## src/rtl/rv_pkg.sv

```systemverilog
// Shared RV32I definitions for the multicycle control unit and the execute stage.
// Holds opcode constants, ALU/branch operation codes, the control FSM state type,
// the immediate/writeback/PC select encodings and the ALU funct3 decode helper.
package rv_pkg;

  localparam logic [6:0] OPC_LOAD     = 7'b0000011;
  localparam logic [6:0] OPC_MISC_MEM = 7'b0001111;
  localparam logic [6:0] OPC_OP_IMM   = 7'b0010011;
  localparam logic [6:0] OPC_AUIPC    = 7'b0010111;
  localparam logic [6:0] OPC_STORE    = 7'b0100011;
  localparam logic [6:0] OPC_OP       = 7'b0110011;
  localparam logic [6:0] OPC_LUI      = 7'b0110111;
  localparam logic [6:0] OPC_BRANCH   = 7'b1100011;
  localparam logic [6:0] OPC_JALR     = 7'b1100111;
  localparam logic [6:0] OPC_JAL      = 7'b1101111;
  localparam logic [6:0] OPC_SYSTEM   = 7'b1110011;

  // Arithmetic operation codes on alu_ctrl.
  localparam logic [3:0] ALU_ADD  = 4'd0;
  localparam logic [3:0] ALU_SUB  = 4'd1;
  localparam logic [3:0] ALU_SLL  = 4'd2;
  localparam logic [3:0] ALU_SLT  = 4'd3;
  localparam logic [3:0] ALU_SLTU = 4'd4;
  localparam logic [3:0] ALU_XOR  = 4'd5;
  localparam logic [3:0] ALU_SRL  = 4'd6;
  localparam logic [3:0] ALU_SRA  = 4'd7;
  localparam logic [3:0] ALU_OR   = 4'd8;
  localparam logic [3:0] ALU_AND  = 4'd9;

  // Compare operation codes on alu_ctrl while a branch is in EXEC.
  localparam logic [3:0] BR_EQ  = 4'd0;
  localparam logic [3:0] BR_NE  = 4'd1;
  localparam logic [3:0] BR_LT  = 4'd2;
  localparam logic [3:0] BR_GE  = 4'd3;
  localparam logic [3:0] BR_LTU = 4'd4;
  localparam logic [3:0] BR_GEU = 4'd5;

  typedef enum logic [2:0] {
    ST_FETCH, ST_DECODE, ST_EXEC, ST_MEM, ST_WB, ST_TRAP
  } state_e;

  typedef enum logic [2:0] {IMM_I = 3'd0, IMM_S = 3'd1, IMM_B = 3'd2, IMM_U = 3'd3, IMM_J = 3'd4} imm_sel_e;
  typedef enum logic [1:0] {WB_ALU = 2'd0, WB_MEM = 2'd1, WB_PC4 = 2'd2, WB_IMM = 2'd3} wb_sel_e;
  typedef enum logic [1:0] {PC_SEQ = 2'd0, PC_REL = 2'd1, PC_ALU = 2'd2} pc_sel_e;

  typedef enum logic [3:0] {
    CL_OP, CL_OPIMM, CL_BRANCH, CL_LOAD, CL_STORE, CL_JAL,
    CL_JALR, CL_LUI, CL_AUIPC, CL_FENCE, CL_ILLEGAL
  } instr_class_e;

  // funct3 -> ALU op; alt selects SUB/SRA (funct7[5]).
  function automatic logic [3:0] alu_op_decode(input logic [2:0] f3, input logic alt);
    case (f3)
      3'b000:  return alt ? ALU_SUB : ALU_ADD;
      3'b001:  return ALU_SLL;
      3'b010:  return ALU_SLT;
      3'b011:  return ALU_SLTU;
      3'b100:  return ALU_XOR;
      3'b101:  return alt ? ALU_SRA : ALU_SRL;
      3'b110:  return ALU_OR;
      default: return ALU_AND;
    endcase
  endfunction

endpackage

```

## src/rtl/mc_ctrl_decode.sv

```systemverilog
// Combinational instruction decoder for the multicycle control unit.
// Ports: instr_i (IR contents) -> cls_o (instruction class), alu_ctrl_o (ALU/compare op),
//        imm_sel_o (immediate format), illegal_o (unsupported encoding, ECALL/EBREAK/CSR).
module mc_ctrl_decode
  import rv_pkg::*;
#(
  parameter bit STRICT_DECODE = 1'b1
) (
  input  logic [31:0]  instr_i,
  output instr_class_e cls_o,
  output logic [3:0]   alu_ctrl_o,
  output imm_sel_e     imm_sel_o,
  output logic         illegal_o
);

  logic [6:0] opc;
  logic [2:0] f3;
  logic [6:0] f7;
  logic       f7_ok;    // funct7 is 0x00 or the 0x20 alternate encoding
  logic       unused_fields;

  assign opc   = instr_i[6:0];
  assign f3    = instr_i[14:12];
  assign f7    = instr_i[31:25];
  assign f7_ok = (f7 == 7'h00) || (f7 == 7'h20);
  // Register and rd/immediate fields are consumed by the datapath, not here.
  assign unused_fields = ^{instr_i[24:15], instr_i[11:7]};

  always_comb begin
    cls_o      = CL_ILLEGAL;
    alu_ctrl_o = ALU_ADD;
    imm_sel_o  = IMM_I;
    illegal_o  = 1'b0;
    case (opc)
      OPC_OP: begin
        cls_o      = CL_OP;
        alu_ctrl_o = alu_op_decode(f3, f7[5]);
        // Only SUB and SRA own the 0x20 alternate; anything else (e.g. M-ext) traps.
        if (STRICT_DECODE)
          illegal_o = !((f7 == 7'h00) || ((f7 == 7'h20) && ((f3 == 3'b000) || (f3 == 3'b101))));
      end
      OPC_OP_IMM: begin
        cls_o      = CL_OPIMM;
        alu_ctrl_o = alu_op_decode(f3, (f3 == 3'b101) && f7[5]);
        if (STRICT_DECODE) begin
          if (f3 == 3'b001) illegal_o = (f7 != 7'h00);
          if (f3 == 3'b101) illegal_o = !f7_ok;
        end
      end
      OPC_BRANCH: begin
        cls_o     = CL_BRANCH;
        imm_sel_o = IMM_B;
        case (f3)
          3'b000:  alu_ctrl_o = BR_EQ;
          3'b001:  alu_ctrl_o = BR_NE;
          3'b100:  alu_ctrl_o = BR_LT;
          3'b101:  alu_ctrl_o = BR_GE;
          3'b110:  alu_ctrl_o = BR_LTU;
          3'b111:  alu_ctrl_o = BR_GEU;
          default: illegal_o  = 1'b1;
        endcase
      end
      OPC_LOAD: begin
        cls_o     = CL_LOAD;
        illegal_o = (f3 == 3'b011) || (f3 == 3'b110) || (f3 == 3'b111);
      end
      OPC_STORE: begin
        cls_o     = CL_STORE;
        imm_sel_o = IMM_S;
        illegal_o = f3[2] || (f3[1:0] == 2'b11);
      end
      OPC_JAL: begin
        cls_o     = CL_JAL;
        imm_sel_o = IMM_J;
      end
      OPC_JALR: begin
        cls_o     = CL_JALR;
        illegal_o = (f3 != 3'b000);
      end
      OPC_LUI: begin
        cls_o     = CL_LUI;
        imm_sel_o = IMM_U;
      end
      OPC_AUIPC: begin
        cls_o     = CL_AUIPC;
        imm_sel_o = IMM_U;
      end
      OPC_MISC_MEM: cls_o = CL_FENCE;   // in-order single-issue core: fences are no-ops
      // ECALL, EBREAK and CSR accesses all stop the core in TRAP.
      OPC_SYSTEM:   illegal_o = 1'b1;
      default:      illegal_o = 1'b1;
    endcase
  end

endmodule

```

## src/rtl/mc_ctrl_fsm.sv

```systemverilog
// Multicycle RV32I control unit: sequences FETCH/DECODE/EXEC/MEM/WB, drives all datapath
// strobes/selects and the memory req/ready handshake; traps on illegal/ECALL/EBREAK.
// Ports: clk, rst (sync, active-high), instr, br_en, mem_ready in; memory, datapath, trap out.
// Macro MC_CTRL_INSTRET_EN adds the instret retired-instruction counter port.
module mc_ctrl_fsm
  import rv_pkg::*;
#(
  parameter bit STRICT_DECODE = 1'b1,
  parameter int INSTRET_W     = 64
) (
  input  logic        clk,
  input  logic        rst,
  input  logic [31:0] instr,
  input  logic        br_en,
  input  logic        mem_ready,
  output logic        mem_req,
  output logic        mem_we,
  output logic        addr_sel,
  output logic        ir_we,
  output logic        ab_we,
  output logic        alu_src_a,
  output logic        alu_src_b,
  output logic [3:0]  alu_ctrl,
  output logic        alu_out_we,
  output logic [2:0]  imm_sel,
  output logic        rf_we,
  output logic [1:0]  wb_sel,
  output logic        pc_we,
  output logic [1:0]  pc_sel,
  output logic        trap
`ifdef MC_CTRL_INSTRET_EN
  ,
  output logic [INSTRET_W-1:0] instret
`endif
);

  state_e       state_q, state_d;
  logic         trap_q, trap_d;
  logic         retire;
  instr_class_e dec_cls;
  logic [3:0]   dec_alu_ctrl;
  imm_sel_e     dec_imm_sel;
  logic         dec_illegal;

  mc_ctrl_decode #(.STRICT_DECODE(STRICT_DECODE)) u_decode (
    .instr_i    (instr),
    .cls_o      (dec_cls),
    .alu_ctrl_o (dec_alu_ctrl),
    .imm_sel_o  (dec_imm_sel),
    .illegal_o  (dec_illegal)
  );

  always_comb begin
    state_d    = state_q;
    trap_d     = trap_q;
    retire     = 1'b0;
    mem_req    = 1'b0;
    mem_we     = 1'b0;
    addr_sel   = 1'b0;
    ir_we      = 1'b0;
    ab_we      = 1'b0;
    alu_src_a  = 1'b0;
    alu_src_b  = 1'b0;
    alu_ctrl   = ALU_ADD;
    alu_out_we = 1'b0;
    imm_sel    = IMM_I;
    rf_we      = 1'b0;
    wb_sel     = WB_ALU;
    pc_we      = 1'b0;
    pc_sel     = PC_SEQ;
    // Reset overrides the whole decode so a pending request drops in the reset cycle itself.
    if (!rst) begin
      case (state_q)
        ST_FETCH: begin
          mem_req = 1'b1;
          ir_we   = mem_ready;
          if (mem_ready) state_d = ST_DECODE;
        end
        ST_DECODE: begin
          ab_we = 1'b1;
          if (dec_illegal) begin
            state_d = ST_TRAP;
            trap_d  = 1'b1;
          end else begin
            state_d = ST_EXEC;
          end
        end
        ST_EXEC: begin
          alu_ctrl = dec_alu_ctrl;
          imm_sel  = dec_imm_sel;
          case (dec_cls)
            CL_OP:    begin alu_out_we = 1'b1; state_d = ST_WB; end
            CL_OPIMM, CL_JALR: begin
              alu_src_b = 1'b1; alu_out_we = 1'b1; state_d = ST_WB;
            end
            CL_LOAD, CL_STORE: begin
              alu_src_b = 1'b1; alu_out_we = 1'b1; state_d = ST_MEM;
            end
            CL_AUIPC: begin
              alu_src_a = 1'b1; alu_src_b = 1'b1; alu_out_we = 1'b1; state_d = ST_WB;
            end
            CL_JAL, CL_LUI: state_d = ST_WB;
            CL_BRANCH: begin
              pc_we   = 1'b1;
              pc_sel  = br_en ? PC_REL : PC_SEQ;
              retire  = 1'b1;
              state_d = ST_FETCH;
            end
            default: begin   // FENCE; illegal encodings never leave DECODE
              pc_we   = 1'b1;
              retire  = 1'b1;
              state_d = ST_FETCH;
            end
          endcase
        end
        ST_MEM: begin
          mem_req  = 1'b1;
          addr_sel = 1'b1;
          mem_we   = (dec_cls == CL_STORE);
          if (mem_ready) begin
            if (dec_cls == CL_STORE) begin
              pc_we   = 1'b1;
              retire  = 1'b1;
              state_d = ST_FETCH;
            end else begin
              state_d = ST_WB;
            end
          end
        end
        ST_WB: begin
          imm_sel = dec_imm_sel;   // immediate feeds LUI writeback and the JAL target
          rf_we   = (instr[11:7] != 5'd0);
          pc_we   = 1'b1;
          retire  = 1'b1;
          state_d = ST_FETCH;
          case (dec_cls)
            CL_LOAD: wb_sel = WB_MEM;
            CL_JAL:  begin wb_sel = WB_PC4; pc_sel = PC_REL; end
            CL_JALR: begin wb_sel = WB_PC4; pc_sel = PC_ALU; end
            CL_LUI:  wb_sel = WB_IMM;
            default: wb_sel = WB_ALU;
          endcase
        end
        default: state_d = ST_TRAP;   // TRAP holds until reset
      endcase
    end
  end

  assign trap = trap_q;

  always_ff @(posedge clk) begin
    if (rst) begin
      state_q <= ST_FETCH;
      trap_q  <= 1'b0;
    end else begin
      state_q <= state_d;
      trap_q  <= trap_d;
    end
  end

`ifdef MC_CTRL_INSTRET_EN
  logic [INSTRET_W-1:0] instret_q;

  always_ff @(posedge clk) begin
    if (rst)         instret_q <= '0;
    else if (retire) instret_q <= instret_q + INSTRET_W'(1);
  end

  assign instret = instret_q;
`else
  // Without the counter the width parameter and retire pulse have no consumer.
  logic [31:0] unused_instret;
  assign unused_instret = 32'(INSTRET_W) ^ {31'd0, retire};
`endif

endmodule
```

## config.mk

```make
export PLATFORM = sky130hd
export DESIGN_NAME = mc_ctrl_fsm
export DESIGN_NICKNAME = d
export VERILOG_FILES = /design/src/rtl/rv_pkg.sv /design/src/rtl/mc_ctrl_decode.sv /design/src/rtl/mc_ctrl_fsm.sv
export SDC_FILE = /design/constraint.sdc
export NUM_CORES = 1
export LEC_CHECK = 0
export ABC_AREA = 1
export ABC_CLOCK_PERIOD_IN_PS = 2300
export CELL_PAD_IN_SITES_DETAIL_PLACEMENT = 1
export CELL_PAD_IN_SITES_GLOBAL_PLACEMENT = 1
export CORE_MARGIN = 1.5
export CORE_UTILIZATION = 24
export DETAILED_ROUTE_END_ITERATION = 8
export PLACE_DENSITY_LB_ADDON = 0.2
export SLEW_MARGIN = 20
export SYNTH_ARGS = -nofsm -noshare
export SYNTH_HDL_FRONTEND = slang
export SYNTH_HIERARCHICAL = 1
export SYNTH_SLANG_ARGS = --single-unit
export TNS_END_PERCENT = 100
```

## constraint.sdc

```tcl
create_clock -name clk -period 2.3 [get_ports clk]
set_input_delay 0.345 -clock clk [delete_from_list [all_inputs] [get_ports clk]]
set_output_delay 0.345 -clock clk [all_outputs]
set_load 0.1 [all_outputs]
```

==> tab_implementation.tex, run 1 <==
\begin{tabular}{lr}
\hline
Metric & Value \\
\hline
\multicolumn{2}{l}{\textbf{Final layout}} \\
Synth-to-layout area growth & 142\% \\
Most common cell after layout, fill and taps aside & nand2\_1 \\
Non-Filler Instances & 365 \\
Highest-count cells in the layout ignoring fill and taps & nand2\_1 (52), buf\_4 (41), buf\_12 (25) \\
Final cell utilization of the core & 60.3\% \\
Ant. Diodes & 0 \\
Share of layout cells above drive strength 1 & 53.7\% \\
Post-route cell area & 2630 um2 \\
Total Nets Final & 351 \\
\multicolumn{2}{l}{\textbf{Setup path}} \\
Endpoint of the lowest-slack register-to-register path & state\_q[0] \\
CP max-delay cell & nand3\_2 \\
Largest fanout on the critical path & 5 \\
Reg2reg setup slack & 1.04 ns \\
Depth of the worst register-to-register path & 4 \\
Critical Path Source Type & primary input \\
Data required time at the worst endpoint & 1.96 ns \\
Type of element capturing the critical path & output port \\
Type of the worst setup path & in -> out \\
Longest individual stage delay on the worst path & 0.22 ns \\
Worst r2r src & state\_q[0] \\
Worst path cell trace & buf\_8, inv\_8, buf\_12, nand2\_4, nor3\_4, a31oi\_1, nand3\_2, nor2\_2, nand2\_1, o21ai\_1, nand2\_1, nand3\_2, nand2\_2, clkinvlp\_4, buf\_12 \\
Worst path arrival time & 2.05 ns \\
\multicolumn{2}{l}{\textbf{Floorplan}} \\
Core Footprint & 4350 um2 \\
Chip Height & 70.3 um \\
Die width & 70.3 um \\
Starting Density & 24.9\% \\
Number of primary I/O pins & 58 \\
Die outline area & 4940 um2 \\
Number of cell rows & 24 \\
\multicolumn{2}{l}{\textbf{STA}} \\
Period minus WS final & 2.39 ns \\
Slew at the pin with the worst max-slew slack & 0.322 ns \\
Worst slew slack as a fraction of its limit & 78.5\% \\
FMAX & 418 MHz \\
Final Setup Violations & 6 \\
RSZ-0062 raised after global routing & yes \\
Slew Limit Fails & 0 \\
Final Hold Slack & 0.448 ns \\
Clock tree skew after final layout & 0.00267 ns \\
Count of final hold-check violations & 0 \\
Fin worst setup slack & -0.0943 ns \\
Post-route clock period utilization & 104\% \\
\multicolumn{2}{l}{\textbf{Run}} \\
Maxcap violations & 0 \\
\multicolumn{2}{l}{\textbf{Clocking}} \\
Number of buffers on the longest clock path & 2 \\
TritonCTS Buffers & 3 \\
Deepest level of the CTS H-tree & 1 \\
Clock tree from TritonCTS & done \\
Clock-pin slew of the registers on the worst-case setup and hold paths & 0.03 ns \\
Clock net sink count & 4 \\
Hold\_buf cts & 0 \\
Worst-Skew Late Latency & 0.22 ns \\
CTS Root Cell & clkbuf\_8 \\
\multicolumn{2}{l}{\textbf{Placed design}} \\
Post-placement cell count & 346 \\
Worst-case setup slack after placement & -0.596 ns \\
I/O Buffers & 47 \\
Final RePlAce weighted congestion & 0.832 \\
Total placed instance area & 2200 um2 \\
Final HPWL DP & 3.51 mm \\
\multicolumn{2}{l}{\textbf{Yosys}} \\
Number of instances in the synthesized netlist & 216 \\
Synth Area per Inst & 5.03 um2 \\
Yosys cell types & 26 \\
Syn Nets & 252 \\
Part of the Yosys area used for sequential elements & 7.37\% \\
Post-Syn Area & 1090 um2 \\
Warnings, synthesis & 6 \\
Synthesis-stage register bit count & 4 \\
\multicolumn{2}{l}{\textbf{Detailed routing}} \\
Via count & 1706 \\
First-pass iteration count of the detailed router & 4 \\
Routed WL & 5.00 mm \\
Number of DRC markers in iteration 0 & 59 \\
Routed vias/inst & 4.67 \\
Routed wirelength normalized by instance count & 13.7 um \\
DRC viols & 0 \\
Post-DRT Antenna Nets & 0 \\
\multicolumn{2}{l}{\textbf{GRT}} \\
Number of antenna violations at the first check in global routing & 0 \\
Maximum number of pins on one net before global-route repair & 9 \\
Total overflow reported by the global router & 0 \\
Wire length of the first global-routing pass & 7.80 mm \\
Total routing resource utilization after global routing & 19.1\% \\
Via count of the first global-routing pass & 1713 \\
\multicolumn{2}{l}{\textbf{Pwr}} \\
Max IR drop VDD & 174 uV \\
Leakage & 1.23 nW \\
Power density of the placed cells & 239 nW/um2 \\
\multicolumn{2}{l}{\textbf{Worst hold path}} \\
Worst hold endpoint & trap \\
Hold path cells & 2 \\
Hold path startpoint & trap \\
Path class of the lowest-slack min-delay path & reg -> reg \\
\multicolumn{2}{l}{\textbf{Run status}} \\
Outcome & complete, but fails checks \\
Violated checks & negative setup slack \\
\hline
\end{tabular}
==> synth_stat cells, drive strengths merged <==
library cell  instances  area (um2)
a21oi                 9        52.6
a31oi                 1        6.26
and2                  1        6.26
buf                   1        5.00
clkinv                1        3.75
dfxtp                 4        80.1
inv                  37         141
nand2                71         299
nand3                26         173
nand4                 1        6.26
nor2                 49         224
nor3                  7        40.0
o21ai                 6        30.0
o22ai                 1        6.26
o31ai                 1        12.5
==> per-stage QoR <==
step / TNS [ns] / total power [mW]
after global placement: -4.74 / 0.417
final: -0.347 / 0.628
after floorplan: -0.918 / 0.278
after detailed placement: -5.63 / 0.423
after global routing: -0.982 / 0.663
after CTS: -0.00908 / 0.612
==> worst max-delay path, delay by kind of cell <==
family | cells | cell delay (ns)
buffers and inverters | 5 | 0.49
AO/OA/AOI/OAI | 2 | 0.31
AND/OR/NAND/NOR | 8 | 0.89
==> kinds of logic (layout without fill, tap and decap cells) <==
group                  after synthesis  count (layout)  synth area share [%]
buffers and inverters               39             136                  13.8
and+or+nand+nor                    155             155                  68.9
AOI/OAI and AO/OA                   18              18                  9.91
DFF                                  4               4                  7.37
==> layout make-up <==
class | instances | area (um2)
Inverter | 38 | 164
Clock buffer | 3 | 41.3
Multi-Input combinational cell | 173 | 1160
Timing Repair Buffer | 95 | 1120
Sequential cell | 4 | 80.1
Fill cell | 532 | 1730
Tap cell | 52 | 65.1
==> repair_timing <==
item,4_1_cts,5_1_grt
pin swaps,26,18
endpoints found under the setup margin,14,9
hold endpoints to repair,0,0
gates resized for setup,87,12
gates cloned,0,0
setup buffers,11,5
==> metal layers <==
metal | part of all wire, % | wire length (um) | vias to the layer above | GRT usage [%]
met5 | 0 | 0 | - | 0
met4 | 1.0 | 50 | 0 | 2.14
met3 | 3.1 | 154 | 6 | 0.866
met2 | 57 | 2830 | 38 | 39.0
met1 | 39 | 1960 | 796 | 21.9
li1 | - | - | 866 | -
==> power breakdown <==
part           internal, mW  total, mW  switching (mW)
clock                 0.111      0.146          0.0348
combinational         0.162      0.395           0.233
sequential           0.0774     0.0867         0.00926
==> registers in the layout, summed over array words and instances (netlist names) <==
name / cells
trap: 1
state_q: 3
==> how the worst max path moves through the flow <==
stage	from	end	slack, ns	depth (start not counted)
floorplan	instr[1]	mem_we	-0.44	10
global placement	instr[6]	alu_out_we	-0.54	13
detailed placement	instr[6]	alu_src_b	-0.60	13
CTS	instr[2]	pc_we	-0.009	15
global route	instr[4]	pc_we	-0.18	15
finish	instr[4]	pc_we	-0.09	15
(Power assumes the default switching activity.)
==> run 2, diff against run 1 <==
--- a/config.mk
+++ b/config.mk
@@ -11,6 +11,7 @@
 export CELL_PAD_IN_SITES_GLOBAL_PLACEMENT = 1
 export CORE_MARGIN = 1.5
 export CORE_UTILIZATION = 24
+export CTS_CLUSTER_DIAMETER = 150
 export DETAILED_ROUTE_END_ITERATION = 8
 export PLACE_DENSITY_LB_ADDON = 0.2
 export SLEW_MARGIN = 20
==> results of run 2 <==
Same layout as run 1: the final DEF is identical, and so are final timing and power.
